**src/rtl/instr_fetch.sv**
```systemverilog
// Instruction fetch front end: one outstanding memory read, one held instruction for decode.
// Latency: request on the cycle after reset or accept; instr_valid one cycle after imem_ack.
// Backpressure: instr_ready=0 holds instr/pc_out and stops fetching; redirect overrides it in every state.
//
// Ports:
//   clk, rst_n                 clock, asynchronous active-low reset
//   imem_req/addr/ack/rdata    instruction memory read handshake (data valid with ack)
//   instr/instr_valid/ready    held instruction towards the control decoder
//   pc_out, pc_plus1           address of the held instruction and its successor
//   redirect, redirect_addr    taken control transfer; restart fetching at redirect_addr
module instr_fetch #(
  parameter logic [15:0] RESET_PC = 16'h0000
) (
  input  logic        clk,
  input  logic        rst_n,
  output logic        imem_req,
  output logic [15:0] imem_addr,
  input  logic        imem_ack,
  input  logic [17:0] imem_rdata,
  output logic [17:0] instr,
  output logic        instr_valid,
  input  logic        instr_ready,
  output logic [15:0] pc_out,
  output logic [15:0] pc_plus1,
  input  logic        redirect,
  input  logic [15:0] redirect_addr
);

  localparam logic [1:0] IDLE  = 2'd0;
  localparam logic [1:0] FETCH = 2'd1;
  localparam logic [1:0] HOLD  = 2'd2;
  localparam logic [1:0] FLUSH = 2'd3;

  logic [1:0]  state;
  logic [15:0] pc;          // next address to fetch
  logic [15:0] fetch_addr;  // address of the outstanding request

  always_ff @(posedge clk or negedge rst_n) begin
    if (!rst_n) begin
      state      <= IDLE;
      pc         <= RESET_PC;
      fetch_addr <= RESET_PC;
      instr      <= 18'h00000;
      pc_out     <= 16'h0000;
    end else begin
      case (state)
        IDLE: begin
          state <= FETCH;
          if (redirect) begin
            pc         <= redirect_addr;
            fetch_addr <= redirect_addr;
          end else begin
            fetch_addr <= pc;
          end
        end
        FETCH: begin
          if (redirect) begin
            pc <= redirect_addr;
            // With the response in hand the old request is finished and the
            // new one can go out at once; otherwise the request must stay
            // stable until its ack, so park in FLUSH to swallow it.
            if (imem_ack) fetch_addr <= redirect_addr;
            else          state      <= FLUSH;
          end else if (imem_ack) begin
            instr  <= imem_rdata;
            pc_out <= fetch_addr;
            state  <= HOLD;
          end
        end
        HOLD: begin
          if (redirect) begin
            pc         <= redirect_addr;
            fetch_addr <= redirect_addr;
            state      <= FETCH;
          end else if (instr_ready) begin
            pc         <= pc_plus1;
            fetch_addr <= pc_plus1;
            state      <= FETCH;
          end
        end
        FLUSH: begin
          if (redirect) pc <= redirect_addr;
          if (imem_ack) begin
            // A redirect arriving with the stale ack is the latest target.
            fetch_addr <= redirect ? redirect_addr : pc;
            state      <= FETCH;
          end
        end
        default: state <= IDLE;
      endcase
    end
  end

  assign imem_req    = (state == FETCH) || (state == FLUSH);
  assign imem_addr   = fetch_addr;
  assign instr_valid = (state == HOLD);
  assign pc_plus1    = pc_out + 16'd1;

endmodule

```
**config.mk**
```make
export PLATFORM = sky130hd
export DESIGN_NAME = instr_fetch
export DESIGN_NICKNAME = d
export VERILOG_FILES = /design/src/rtl/instr_fetch.sv
export SDC_FILE = /design/constraint.sdc
export NUM_CORES = 1
export LEC_CHECK = 0
export CAP_MARGIN = 0
export CELL_PAD_IN_SITES_DETAIL_PLACEMENT = 1
export CELL_PAD_IN_SITES_GLOBAL_PLACEMENT = 2
export CORE_MARGIN = 2
export CORE_UTILIZATION = 25
export CTS_BUF_LIST = sky130_fd_sc_hd__clkbuf_4 sky130_fd_sc_hd__clkbuf_8
export CTS_CLUSTER_SIZE = 16
export DETAILED_ROUTE_END_ITERATION = 8
export PLACE_DENSITY = 0.81
export SYNTH_ARGS = -nofsm -noshare
export SYNTH_HDL_FRONTEND = slang
export SYNTH_SLANG_ARGS = --single-unit
```
**constraint.sdc**
```tcl
create_clock -name clk -period 2.4 [get_ports clk]
set_input_delay 0.36 -clock clk [delete_from_list [all_inputs] [get_ports clk]]
set_output_delay 0.36 -clock clk [all_outputs]
set_load 0.01 [all_outputs]
```
==> flow_metrics.py, run 1 <==
metrics = {
    "worst_setup_path": {
        "cp_data_arrival_time_ns": 1.98,
        "required_ns": 2.04,
        "r2r_end": "state[1]",
        "endpoint_kind": "output port",
        "cp_max_fo": 3,
        "path_buf_inv": 1,
        "worstSetupPathType": "flop to output port",
        "crit_start": "pc_out[3]",
        "r2r_slack_ns": 0.23,
        "path_cells": "nand4_4 > or2_4 > o31a_1 > or2_2 > clkdlybuf4s15_2",
        "critPathTopFamily": "simple AND/OR/NAND/NOR gates",
        "max_stage_delay_ns": 0.42,
        "r2r_cells": 8,
        "reg2reg_from": "state[0]",
        "critPathSlowestCell": "dfrtp_1",
        "crit_path_start_kind": "flop",
    },
    "synthesis": {
        "ys_ff_latch": 68,
        "synth_edf_count": 0,
        "syn-instance-count": 365,
        "synth_flop_cell": "dfrtp_1",
        "syn_area_um2": 3701,
        "synth_warnings": 0,
        "yosysUniqueCellTypes": 51,
        "synth-seq-area-share": 0.4598,
        "synthTopCellsByArea": "dfrtp_1 46%, mux2_2 10%, nand2_1 4.7%",
        "synth_nets": 410,
        "ys_async_sr_fraction": 1.000,
        "synth_top_area_share": 0.4598,
        "avgSynthCellArea_um2": 10.14,
        "yosys.area.top_type": "dfrtp_1",
    },
    "clocking": {
        "ctsHoldBuffers": 0,
        "clock_latency_ns": 0.37,
        "cts_sinks": 68,
        "cts_tree": "yes",
        "cts-htree-levels": 3,
        "clock-root-buffer": "clkbuf_8",
        "cts_made_buffers": 9,
        "clkSlewWorstSetupHoldPaths_ns": 0.08,
        "ctsLongestPathBuffers": 2,
    },
    "global_route": {
        "grt_use_met2": 0.2817,
        "grt_pass1_wl_um": 20730,
        "top_usage_layer": "met2",
        "antenna_found_initial": 0,
        "use_met3": 0.04928,
        "gr-total-overflow": 0,
        "grt_max_degree": 69,
        "met1_usage": 0.2140,
        "grt_util_all_layers": 0.1685,
        "grt_pass1_vias": 3789,
    },
    "placed_design": {
        "post-dp-hpwl_um": 9248,
        "pre_cts_slack_ns": 0.07317,
        "gp_congestion": 0.7878,
        "port-buffer-count": 106,
    },
    "die": {
        "die_h_um": 125.7,
        "ios": 107,
        "rows": 44,
        "dieArea_um2": 15790,
        "core_um2": 14480,
        "start_util": 0.2556,
        "die_w_um": 125.7,
    },
    "run_status": {
        "violations": "hold timing",
        "status": "finished with violations",
    },
    "layout": {
        "drive_gt1_frac": 0.2169,
        "area_delta_synth_final_pct": 47.46,
        "final_cell_mix": "92 x clkdlybuf4s50_1, 68 x dfrtp_1, 46 x nand2_1, 34 x mux2_2, 29 x buf_4",
        "n_antenna_cell": 0,
        "fin_nets": 539,
        "layout_commonest_cell": "clkdlybuf4s50_1",
    },
    "timing": {
        "slew_violations": 0,
        "tightest_slew_ns": 0.5826,
        "maxSlewHeadroom": 0.6102,
        "hold_slack_ns": -0.008734,
        "fin_crit_ns": 2.343,
        "rsz0062_at_grt": "true",
        "setup_slack_ns": 0.05665,
        "fin_crit_sh": 0.9764,
        "fmax_mhz": 426.7,
        "skew_ns": 0.01089,
        "finalHoldViolations": 4,
        "setup-violations-final": 0,
    },
    "routing": {
        "wl_um": 13010,
        "via_per_inst": 4.974,
        "drt_iter0_markers": 139,
        "ant_nets": 0,
        "drc_errors": 0,
        "vias": 3392,
        "drt-pass1-iter-count": 6,
        "routedWlPerCell_um": 19.08,
    },
    "pwr": {
        "leakagePower_nw": 2.330,
        "ir_drop_mv": 0.5314,
        "powerDensity_nw_per_um2": 1350,
    },
    "worst_hold_path": {
        "hold_path.class": "input port to async pin",
    },
    "run": {
        "maxCapViolCount": 0,
    },
}
-- cell families after synthesis --
| logic type | Yosys count | share of synthesized area |
|---|---|---|
| muxes | 46 | 0.1362 |
| xor gates and xnor gates | 13 | 0.03076 |
| buffers and inverters | 36 | 0.03922 |
| and+or+nand+nor | 113 | 0.1606 |
| adders and majority gates | 6 | 0.02028 |
| AOI/OAI and AO/OA | 83 | 0.1531 |
| DFF | 68 | 0.4598 |
-- repair_timing --
| action | CTS | global route |
|---|---|---|
| pin swaps | 6 | 4 |
| setup buffers | 1 | 1 |
| gates resized for setup | 25 | 9 |
| endpoints found under the setup margin | 13 | 6 |
| cloned | 0 | 0 |
-- Yosys cell counts, types with 2 or more instances --
cell type,count
a21o_1,2
nand2_1,46
o211ai_1,5
nor3_2,2
a221oi_1,4
xnor2_1,6
ha_1,6
xor2_1,7
mux2_2,34
a21oi_1,8
nor2_1,9
a31oi_1,15
buf_2,8
a22o_1,6
a221o_1,6
o21ai_0,23
a311oi_1,3
nor4_1,4
mux2i_1,11
nor2b_1,7
inv_1,14
clkbuf_1,13
a22oi_1,2
nand4_1,2
nand2b_1,12
dfrtp_1,68
nand3_1,15
nor3_1,3
nand3b_1,2
-- power breakdown --
part | switching (W) | leakage [nW] | total, W | internal [W]
registers | 0.000441 | 0.816 | 0.00210 | 0.00166
clock network | 0.000461 | 0.105 | 0.000990 | 0.000529
logic | 0.00208 | 1.41 | 0.00427 | 0.00219
-- state kept, by name (all words and copies together), names as in the netlist --
register / cells
pc: 16
pc_out: 16
instr: 18
imem_addr: 16
state: 2
-- routing by layer --
metal / wire, um / part of all wire
met3: 640 / 0.049
met2: 6422 / 0.49
met1: 5839 / 0.45
met4: 108 / 0.0083
met5: 0 / 0
-- how the worst max path moves through the flow --
stage | to | slack (ns) | cells after the start
2_1_floorplan | pc_plus1[15] | 0.46 | 4
3_3_place_gp | pc_plus1[14] | 0.14 | 5
3_5_place_dp | pc_plus1[14] | 0.07 | 5
4_1_cts | pc_plus1[2] | -0.007 | 4
5_1_grt | pc_plus1[15] | -0.03 | 5
6_report | pc_plus1[15] | 0.06 | 5
-- layout make-up --
class,instances,area (um^2)
Multi-Input combinational cell,261,1942
Clock buffer,11,151.4
Tap cell,184,230.2
Sequential cell,68,1702
Timing Repair Buffer,140,1331
Fill cell,1657,9021
Clock inverter,4,48.80
Inverter,14,52.55
-- through the flow --
step                utilization  area (um^2)  total power [W]  cells  setup TNS [ns]
floorplan                     -         3701         0.004078    365               0
global placement         0.3569         5167         0.006262    665               0
detailed placement       0.3569         5167         0.006390    665               0
CTS                      0.3736         5409         0.007407    681       -0.006866
global route             0.3769         5458         0.007907    682        -0.03683
finish                   0.3769         5458         0.007368    682               0
(Power assumes the default switching activity.)
==> run 2: changes to the inputs <==
- TNS_END_PERCENT: default -> 100
==> results of run 2 <==
No change in the layout: final DEF, timing and power equal those of run 1.
==> run 3: changes to the inputs <==
- HOLD_SLACK_MARGIN: default -> 0.15
==> run 3 against run 2 <==
Compared with the run above:
- the flow now finishes without violations
- clock skew fell by 0.00060 ns
- register-to-register slack barely moved
- design area rose by 0.18%
- final cell count rose by 0.15%
- power rose by 0.23%
- via count rose by 0.41%
- non-clock buffer count rose by 1
- critical endpoint unchanged
- largest cell class unchanged
- largest power group unchanged
- highest routed layer unchanged
==> flow_metrics.py, run 3 (synthesized netlist as in run 1, its figures left out) <==
metrics = {
    "run_status": {
        "status": "completed",
    },
    "worst_setup_path": {
        "crit_path_start_kind": "flop",
        "path_buf_inv": 1,
        "r2r_slack_ns": 0.24,
        "max_stage_delay_ns": 0.43,
        "worstSetupPathType": "flop to output port",
        "r2r_end": "state[1]",
        "endpoint_kind": "output port",
        "cp_data_arrival_time_ns": 1.99,
        "critPathSlowestCell": "dfrtp_1",
        "path_cells": "nand4_4 > or2_4 > o31a_1 > or2_2 > clkdlybuf4s15_2",
        "required_ns": 2.04,
        "r2r_cells": 8,
        "reg2reg_from": "state[0]",
        "cp_max_fo": 3,
        "critPathTopFamily": "simple AND/OR/NAND/NOR gates",
    },
    "layout": {
        "final_cell_mix": "92 x clkdlybuf4s50_1, 68 x dfrtp_1, 46 x nand2_1, 34 x mux2_2, 29 x buf_4",
        "area_delta_synth_final_pct": 47.73,
        "largest_reg_flops": 18,
        "area.sequential_um2": 1702,
        "final_cells": 683,
        "drive_gt1_frac": 0.2164,
        "multi_input_area_um2": 1942,
        "largest-register": "instr",
        "fill_cells": 1656,
        "layout_commonest_cell": "clkdlybuf4s50_1",
        "fin_nets": 540,
        "n_antenna_cell": 0,
    },
    "clocking": {
        "cts_sinks": 68,
        "cts_tree": "yes",
        "clkSlewWorstSetupHoldPaths_ns": 0.07,
        "clock-root-buffer": "clkbuf_8",
        "cts-htree-levels": 3,
        "cts_made_buffers": 9,
        "clock_latency_ns": 0.37,
        "ctsLongestPathBuffers": 2,
    },
    "routing": {
        "drt-pass1-iter-count": 6,
        "wl_um": 13020,
        "drt_iter0_markers": 125,
        "routedWlPerCell_um": 19.07,
        "ant_nets": 0,
        "via_per_inst": 4.987,
        "vias": 3406,
        "drc_errors": 0,
    },
    "placed_design": {
        "post-place-cells": 665,
        "post-dp-hpwl_um": 9248,
        "port-buffer-count": 106,
        "gp_congestion": 0.7878,
    },
    "global_route": {
        "grt_pass1_wl_um": 20730,
        "grt_pass1_vias": 3789,
        "gr-total-overflow": 0,
        "grt_util_all_layers": 0.1685,
        "grt_max_degree": 69,
        "antenna_found_initial": 0,
    },
    "timing": {
        "rsz0062_at_grt": "true",
        "finalHoldViolations": 0,
        "fin_crit_sh": 0.9795,
        "tightest_slew_ns": 0.5872,
        "fin_crit_ns": 2.351,
        "skew_ns": 0.01029,
        "fmax_mhz": 425.4,
        "tns_ns": 0,
        "slew_violations": 0,
        "maxSlewHeadroom": 0.6071,
        "setup-violations-final": 0,
    },
    "worst_hold_path": {
        "hold_path_end": "pc[14]",
        "hold_path.class": "input port to flop",
        "min-delay-start": "redirect",
        "hold_path_depth": 3,
    },
    "pwr": {
        "powerDensity_nw_per_um2": 1351,
        "total_power_w": 0.007385,
        "ir_drop_mv": 0.5316,
        "leakagePower_nw": 2.334,
    },
    "die": {
        "start_util": 0.2556,
        "rows": 44,
        "die_w_um": 125.7,
        "dieArea_um2": 15790,
        "core_um2": 14480,
        "ios": 107,
        "die_h_um": 125.7,
    },
    "run": {
        "maxCapViolCount": 0,
    },
}
run 3: layout make-up:
| class | instances | share of cell area |
|---|---|---|
| Clock buffer | 11 | 0.02769 |
| Clock inverter | 4 | 0.008924 |
| Inverter | 14 | 0.009611 |
| Multi-Input combinational cell | 261 | 0.3551 |
| Sequential cell | 68 | 0.3112 |
| Tap cell | 184 | 0.04211 |
| Timing Repair Buffer | 141 | 0.2453 |
run 3: how the worst max path moves through the flow:
stage / from / end / slack (ns) / cells past startpoint
after global routing: pc_out[0] / pc_plus1[15] / -0.03 / 5
after CTS: pc_out[0] / pc_plus1[2] / -0.007 / 4
after floorplan: pc_out[2] / pc_plus1[15] / 0.46 / 4
after detailed placement: pc_out[3] / pc_plus1[14] / 0.07 / 5
final: pc_out[3] / pc_plus1[15] / 0.05 / 5
after global placement: pc_out[3] / pc_plus1[14] / 0.14 / 5
run 3: repair_timing:
action	in CTS	in global routing
pin swaps	6	4
gates resized for setup	25	9
setup buffers	1	1
endpoints found under the hold margin	68	0
endpoints found under the setup margin	13	6
hold buffers	1	0
run 3: where the power goes:
group / leakage (nW) / internal (W) / switching (W)
sequential: 0.816 / 0.00166 / 0.000443
clock: 0.105 / 0.000529 / 0.000462
combinational: 1.41 / 0.00219 / 0.00209
total: 2.33 / 0.00439 / 0.00300
run 3: layer usage:
layer	GRT usage	vias to the layer above	wire length [um]
li1	-	1574	-
met1	0.2143	1740	5849
met2	0.2817	80	6413
met3	0.04885	12	623
met4	0.04379	0	136
met5	0	-	0
run 3: tightest hold or removal path: stages:
cell and delay [ns]:
buf_2 0.23, nand2_1 0.13, nand3_1 0.06
run 3: stage by stage:
| stage | hold WS, ns | utilization | setup slack [ns] | area, um^2 |
|---|---|---|---|---|
| 3_3_place_gp | 0.4167 | 0.3569 | 0.1444 | 5167 |
| 5_1_grt | 0.4902 | 0.3776 | -0.03298 | 5468 |
| 4_1_cts | 0.4344 | 0.3743 | -0.006866 | 5419 |
| 3_5_place_dp | 0.4146 | 0.3569 | 0.07317 | 5167 |
| 6_report | 0.4534 | 0.3776 | 0.04910 | 5468 |
| 2_1_floorplan | 0.06441 | - | 0.4614 | 3701 |
==> edit, RTL diff (settings of run 2) <==
Reset style: synchronous (`rst_n`), changed in one clocked block. Comments in the files are not updated.
--- a/src/rtl/instr_fetch.sv
+++ b/src/rtl/instr_fetch.sv
@@ -35,7 +35,7 @@
   logic [15:0] pc;          // next address to fetch
   logic [15:0] fetch_addr;  // address of the outstanding request
 
-  always_ff @(posedge clk or negedge rst_n) begin
+  always_ff @(posedge clk) begin
     if (!rst_n) begin
       state      <= IDLE;
       pc         <= RESET_PC;
Behaviour: differs if rst_n is asserted again (counterexample within 4 cycles, from zero or initial values and one cycle with rst_n low); with rst_n held inactive, the same outputs for 4 cycles.
==> edit against run 2 <==
  * Non-clock buffer count increased by 6
  * Worst setup slack got worse by 0.014 ns
  * Via count increased by 15%
  * Sequential share of layout area decreased by 6.1 points
  * Register-to-register slack got worse by 0.04 ns
  * Wire length increased by 13%
  * Critical path depth unchanged
  * Core utilization increased by 0.53 points
  * Die area decreased by 0.91%
  * Cell area increased by 1.0%
  * Area after synthesis decreased by 0.95%
  * Sequential cell count unchanged
  * Critical path type unchanged
  * Critical endpoint is now pc_plus1[4]
  * Highest routed layer unchanged
Power is not compared: it rests on default switching activity, and its combinational part moved more than twofold at a synthesized area within 25%.
==> edit: results <==
[run_status]
status = finished clean

[drt]
wl_met2_microns = 7080
viasPerCell = 5.06
drt_first_pass_iters = 4
m1WireLength_microns = 6740
post_drt_wl_per_cell_microns = 19.2
drtIter0Drc = 228
drt-total-wl_microns = 14700
wl_met3_microns = 549

[pwr]
peakVddDrop_mv = 0.245
pg_seq_w = 0.00127
pwr_density_cell_nw_per_um2 = 569
comb_power_share = 0.220

[synth]
async_flop_share = 0
synth_area_leaders = dfxtp_1, nand2_1, a21boi_0
ys_types = 55
synth_nets = 497
avgSynthCellArea_sq_um = 8.11
synth_ff_type = dfxtp_1
synthTopCellsByCount = nand2_1, dfxtp_1, a21boi_0
synth_seq_area_share = 0.371

[global_route]
use_met3 = 0.0338
grt_pass1_vias = 4027
grt_first_pass_wirelength_microns = 22900
grt_use_met1 = 0.238
use_met2 = 0.305
track_usage = 0.184
grt_max_degree = 35

[worst_setup_path]
worst_r2r_endpoint = imem_addr[10]
slowest_stage = clkdlybuf4s50_1
r2r_slack_ns = 0.19
rr_startpoint = state[0]
rr_worst_depth = 7
crit_start = pc_out[0]
arrival_ns = 2.00
critPathCapture = pc_plus1[4]
crit_fanout = 6
slowest_delay_ns = 0.57
crit_family = buffers and inverters

[sta]
skew_ns = 0.00957
fin_ws_ns = 0.0423
whs_ns = 0.454
fin_setup_tns_ns = 0
tightest_slew_ns = 0.476

[min_path]
hold_class = primary input to flop
min_to = pc[10]

[placement]
io_buffers = 106
dpl.cell_count = 745
dp_slack_ns = 0.0361
place_hpwl_microns = 10400
place_area_sq_um = 5090
gp_congestion = 0.803

[cells_and_area]
fillers = 1686
final_nets = 623
layout-drive-gt1-share = 0.173
antenna_cells = 0
largest_reg_flops = 18

[clock_network]
cts-root-buf = clkbuf_8
ctsResizeCount = 25
clock_latency_ns = 0.36
==> edit: changes by cell type after synthesis, moves of 7 or more <==
| cell | delta |
|---|---|
| dfrtp_1 | -68 |
| dfxtp_1 | +68 |
| nand2_1 | +62 |
| a21boi_0 | +38 |
| mux2_2 | -32 |
| a31oi_1 | -14 |
| nand3_1 | +13 |
| a21oi_1 | +12 |
| nand2b_1 | -7 |
==> edit: layout make-up <==
type                            count  area, sq um  area share
Clock inverter                      5          100      0.0182
Inverter                           14         52.6     0.00953
Clock buffer                       11          139      0.0252
Sequential cell                    68         1380       0.251
Tap cell                          184          230      0.0418
Multi-Input combinational cell    339         2240       0.406
Timing Repair Buffer              146         1370       0.249
==> edit: logic make-up after synthesis <==
family	after synthesis	synth area share
buf+inv	45	0.0512
mux	13	0.0362
fa+ha+maj	6	0.0205
simple gates	182	0.239
flops	68	0.371
compound gates	123	0.244
xor+xnor	15	0.0379
